**config.mk**
```make
export PLATFORM = sky130hd
export DESIGN_NAME = traffic_signal_ctrl
export DESIGN_NICKNAME = d
export VERILOG_FILES = /design/src/rtl/traffic_signal_ctrl.sv
export SDC_FILE = /design/constraint.sdc
export NUM_CORES = 1
export LEC_CHECK = 0
export ABC_AREA = 1
export CAP_MARGIN = 25
export CORE_MARGIN = 2
export CORE_UTILIZATION = 30
export CTS_CLUSTER_SIZE = 24
export DETAILED_ROUTE_END_ITERATION = 10
export GPL_TIMING_DRIVEN = 0
export PLACE_DENSITY = 0.45
export RECOVER_POWER = 25
export SKIP_CTS_REPAIR_TIMING = 1
export SKIP_LAST_GASP = 1
export SYNTH_ARGS = -nofsm -noshare
export SYNTH_HDL_FRONTEND = slang
export SYNTH_SLANG_ARGS = --single-unit
export TNS_END_PERCENT = 50
```
**constraint.sdc**
```tcl
create_clock -name clk -period 2.15 [get_ports clk]
set_input_delay 0.215 -clock clk [delete_from_list [all_inputs] [get_ports clk]]
set_output_delay 0.215 -clock clk [all_outputs]
set_load 0.02 [all_outputs]
```
**src/rtl/traffic_signal_ctrl.sv**
```systemverilog
// traffic_signal_ctrl: timed highway/crosswalk signal controller with latched side request
// Optional flashing mode is built in when the TRAFFIC_FLASH_EN macro is defined.
module traffic_signal_ctrl #(
  parameter int CNT_W        = 8,
  parameter int HW_MIN_GREEN = 8,
  parameter int YELLOW_TIME  = 3,
  parameter int ALL_RED_TIME = 2,
  parameter int CW_MIN_GREEN = 4,
  parameter int CW_MAX_GREEN = 10
`ifdef TRAFFIC_FLASH_EN
  ,
  parameter int FLASH_HALF   = 4
`endif
) (
  input  logic       clk,
  input  logic       reset,
  input  logic       x,
`ifdef TRAFFIC_FLASH_EN
  input  logic       flash,
`endif
  output logic [1:0] hw,
  output logic [1:0] cw,
  output logic [2:0] phase,
  output logic       req_pend
);

  localparam logic [1:0] RED = 2'b00;
  localparam logic [1:0] YEL = 2'b01;
  localparam logic [1:0] GRN = 2'b10;

  localparam logic [CNT_W-1:0] T_HG    = CNT_W'(HW_MIN_GREEN - 1);
  localparam logic [CNT_W-1:0] T_YEL   = CNT_W'(YELLOW_TIME - 1);
  localparam logic [CNT_W-1:0] T_AR    = CNT_W'(ALL_RED_TIME - 1);
  localparam logic [CNT_W-1:0] T_CWMIN = CNT_W'(CW_MIN_GREEN - 1);
  localparam logic [CNT_W-1:0] T_CWMAX = CNT_W'(CW_MAX_GREEN - 1);
`ifdef TRAFFIC_FLASH_EN
  localparam logic [CNT_W-1:0] T_FL    = CNT_W'(FLASH_HALF - 1);
`endif

  typedef enum logic [2:0] {
    HG  = 3'd0,
    HY  = 3'd1,
    AR1 = 3'd2,
    CG  = 3'd3,
    CY  = 3'd4,
    AR2 = 3'd5
`ifdef TRAFFIC_FLASH_EN
    ,
    FL  = 3'd6
`endif
  } state_e;

  state_e           state_q, state_d;
  logic [CNT_W-1:0] timer_q, timer_d;
  logic             req_q, req_d;
`ifdef TRAFFIC_FLASH_EN
  logic             blink_q, blink_d;
`endif

  // next phase: timed exits, demand-gated highway release, bounded crosswalk green
  always_comb begin
    state_d = state_q;
    case (state_q)
      HG:  if (timer_q >= T_HG && (req_q || x)) state_d = HY;
      HY:  if (timer_q == T_YEL) state_d = AR1;
      AR1: if (timer_q == T_AR) state_d = CG;
      CG:  if (timer_q >= T_CWMIN && (!x || timer_q == T_CWMAX)) state_d = CY;
      CY:  if (timer_q == T_YEL) state_d = AR2;
      AR2: if (timer_q == T_AR) state_d = HG;
`ifdef TRAFFIC_FLASH_EN
      FL:  state_d = AR2;
`endif
      default: state_d = HG;
    endcase
`ifdef TRAFFIC_FLASH_EN
    if (flash) state_d = FL;
`endif
  end

  // phase timer: restarts on every phase change, holds at the HG and CG limits
  always_comb begin
    timer_d = timer_q + CNT_W'(1);
    if (state_d != state_q) timer_d = '0;
    else if (state_q == HG && timer_q >= T_HG) timer_d = T_HG;
    else if (state_q == CG && timer_q >= T_CWMAX) timer_d = T_CWMAX;
`ifdef TRAFFIC_FLASH_EN
    else if (state_q == FL && timer_q >= T_FL) timer_d = '0;
`endif
  end

  // crosswalk request latch: armed during highway phases, consumed on entering CG
  always_comb begin
    req_d = req_q;
    if (x && (state_q == HG || state_q == HY || state_q == AR1)) req_d = 1'b1;
    if (state_q != HG && state_q != CG && state_d == CG) req_d = 1'b0;
`ifdef TRAFFIC_FLASH_EN
    if (state_d == FL) req_d = 1'b0;
`endif
  end

`ifdef TRAFFIC_FLASH_EN
  // flash lamp phase: starts lit (yellow) on entry, flips every FLASH_HALF cycles
  always_comb begin
    blink_d = (state_q != FL) ? 1'b1 : (timer_q >= T_FL) ? ~blink_q : blink_q;
  end
`endif

  // lamp and status decode straight from the state register
  always_comb begin
    hw = RED;
    cw = RED;
    case (state_q)
      HG: hw = GRN;
      HY: hw = YEL;
      CG: cw = GRN;
      CY: cw = YEL;
`ifdef TRAFFIC_FLASH_EN
      FL: hw = blink_q ? YEL : RED;
`endif
      default: ;
    endcase
    phase    = state_q;
    req_pend = req_q;
  end

  // state, timer and request registers with asynchronous reset to HG
  always_ff @(posedge clk or posedge reset) begin
    if (reset) begin
      state_q <= HG;
      timer_q <= '0;
      req_q   <= 1'b0;
`ifdef TRAFFIC_FLASH_EN
      blink_q <= 1'b0;
`endif
    end else begin
      state_q <= state_d;
      timer_q <= timer_d;
      req_q   <= req_d;
`ifdef TRAFFIC_FLASH_EN
      blink_q <= blink_d;
`endif
    end
  end

endmodule

```
==> impl_results.md <==
* Worst Hold Class: input pin to async pin
* DIE AREA at 3360 um^2
* Final Cycle Share at 93.0%
* Die W at 58.0 um
* Mux share of post-synthesis cell area at 0%
* Worst r2r src: timer_q[1]
* FF-to-FF setup slack at 0.43 ns
* Post-route setup slack at 0.151 ns
* Fin crit period at 2.00 ns
* Chip Height at 58.0 um
* Setup Skew at 0.00505 ns
* RSZ-0062 raised after global routing: no
* Worst Reg-to-Reg Cells at 9
* Synth Cell Area at 873 um^2
* Largest net degree at the start of global routing at 13
* Synthesized area per cell at 7.73 um^2
* Number of port buffers at 10
* Leakage at 0.480 nW
* Number of H-tree levels at 1
* Number of fill cells at 297
* Worst Tran Pin Value at 0.500 ns
* Max cap viols at 0
* Post-Synth Adder-Cell Area at 7.16%
* Main combinational cell family by area after synthesis: simple AND/OR/NAND/NOR gates
* GRT overflow at 0
* Outcome: complete, no violations
* Nature of the critical path startpoint: flip-flop
* Yosys warnings at 0
* Capture point of the worst path: cw[1]
* WL final at 1890 um
* Row count at 19
* Share of post-route cells with drive strength above 1 at 22.8%
* Setup TNS at 0 ns
* Initial antenna violation count at 0
* Total number of vias at 741
* Drt wl/cell at 12.0 um
* Final Setup Violations at 0
* Worst endpoint required time at 1.93 ns
* CTS tree: done
* Worst-Skew Late Latency at 0.28 ns
* Core ar. at 2760 um^2
* I/O pin total at 11
* Post-synthesis cell type count at 27
* Crit. End Element: output port
* Number of global-route vias before repair at 717
* Worst flop-to-flop path endpoint: timer_q[2]
* Global Route Usage Sum at 13.0%
* CTS Sinks at 12
* DRT iter0 DRCs at 15
* # nets final at 136
* XOR/XNOR share of the synthesized area at 2.01%
* Post-synthesis sequential area ratio at 34.4%
* Via density at 4.69
* CP Class: flip-flop to output port
* Crit-path max cell delay at 0.64 ns
* N_diodes at 0
* Relative slew slack at 66.6%
* Syn Inst Count at 113
* First-pass GRT wire length at 3250 um
* DR pass1 iterations at 4
* Root Buffer: clkbuf_4
* Post-Synth Simple-Gate Area at 40.3%
* Max Clock Freq at 500 MHz
* Worst VDD drop at 691 uV
* Initial Util at 31.7%
* Critical path origin: phase[1]
* Critical path's slowest cell: clkdlybuf4s50_1
* Layout area overhead at 20.1%
* Place WS at 0.411 ns
* Max Slew Vio Count at 0
* Post-Syn Nets at 121
* Clock-pin slew on the worst setup and hold paths at 0.09 ns
* Total CTS buffers at 3
* P per Cell Area at 1070 nW/um^2
* Routability Congestion at 0.800
* Synth Area in Compound Gates at 9.31%
* Final count of hold timing violations at 0
* DRC viols at 0
* Hpwl dp at 1480 um
* WP data arrival at 1.78 ns
* CP Cell Sequence: nand2_1 -> nor2_2 -> clkdlybuf4s50_1
* Clk buf depth at 2
* Worst Path Max Fanout at 8
* DRT antenna net count at 0
* Synth Register Bits at 12
## cell type report
cell class / count / area, um^2 / share of cell area (%)
Multi-Input combinational cell: 85 / 513 / 48.9
Clock buffer: 4 / 36.3 / 3.46
Inverter: 16 / 60.1 / 5.73
Timing Repair Buffer: 10 / 100 / 9.55
Sequential cell: 12 / 300 / 28.6
Tap cell: 31 / 38.8 / 3.70
## cells by family (layout without fill, tap and decap cells)
family | count (synthesis) | count (layout)
XOR/XNOR | 2 | 2
buffers and inverters | 16 | 30
AO/OA/AOI/OAI | 13 | 13
AND/OR/NAND/NOR | 65 | 65
adder cells (fa/ha/maj) | 5 | 5
flip-flops | 12 | 12
## worst max-delay path, delay by kind of cell (launching register included)
kind / cells / cell delay (ns)
flops: 1 / 0.50
buf+inv: 1 / 0.64
simple gates: 2 / 0.36
## registers in the layout, indices dropped and copies added (netlist names)
register,count
phase,3
req_pend,1
timer_q,8
## per-layer routing
layer	global-route usage, %	wire length [um]	vias to the layer above
met2	19.3	845	16
met5	0	0	-
li1	-	-	396
met4	6.98	31	0
met1	17.6	953	325
met3	2.68	61	4
## Yosys cell counts
cell type | number | share of area, %
inv_2 | 3 | 1.3
nor2_2 | 11 | 7.9
a21o_1 | 1 | 0.86
a31oi_1 | 2 | 1.4
nand2_1 | 22 | 9.5
a21oi_1 | 2 | 1.1
ha_1 | 5 | 7.2
nor2_4 | 1 | 1.3
o21ai_2 | 1 | 1.0
and2_1 | 1 | 0.72
o221ai_1 | 1 | 1.0
nand2_2 | 3 | 2.1
nand2_4 | 1 | 1.3
nand3_2 | 1 | 1.1
xor2_1 | 1 | 1.0
nor2_1 | 8 | 3.4
inv_1 | 13 | 5.6
nor3_1 | 1 | 0.57
nor3_2 | 4 | 4.6
nand3b_1 | 2 | 1.7
xnor2_1 | 1 | 1.0
o21ai_0 | 2 | 1.1
nand4_1 | 2 | 1.4
nand3_1 | 8 | 4.6
dfrtp_1 | 12 | 34
o2111ai_1 | 1 | 1.0
o21ai_1 | 3 | 1.7
## worst min path at each step
stage          startpoint         end  slack, ns  depth (start not counted)
2_1_floorplan       reset    phase[0]       0.08                          1
3_3_place_gp     req_pend    phase[0]       0.57                          2
3_5_place_dp     req_pend    phase[0]       0.56                          2
4_1_cts             reset  timer_q[6]       0.28                          2
5_1_grt             reset    phase[0]       0.44                          2
6_report            reset    phase[0]       0.39                          2
## through the flow
stage	cells	total power, mW	util, %	hold slack, ns	cell area (um^2)
2_1_floorplan	113	0.751	-	0.0797	873
3_3_place_gp	154	0.953	36.7	0.566	1010
3_5_place_dp	154	0.949	36.7	0.563	1010
4_1_cts	158	1.15	38.0	0.281	1050
5_1_grt	158	1.22	38.0	0.444	1050
6_report	158	1.12	38.0	0.391	1050
## cell usage in the layout (no fill, tap or decap), types with 2 or more instances in the layout
cell	synthesis	layout
a21oi_1	2	2
a31oi_1	2	2
clkbuf_4	0	3
clkdlybuf4s50_1	0	9
dfrtp_1	12	12
ha_1	5	5
inv_1	13	13
inv_2	3	3
nand2_1	22	22
nand2_2	3	3
nand3_1	8	8
nand3b_1	2	2
nand4_1	2	2
nor2_1	8	8
nor2_2	11	11
nor3_2	4	4
o21ai_0	2	2
o21ai_1	3	3
## report_power, final
group	total [mW]	internal, mW	leakage, nW	switching, mW
clock	0.188	0.103	0.0210	0.0851
combinational	0.599	0.224	0.300	0.376
sequential	0.338	0.271	0.159	0.0668
total	1.12	0.597	0.480	0.528
Power figures use the tool's default switching activity.
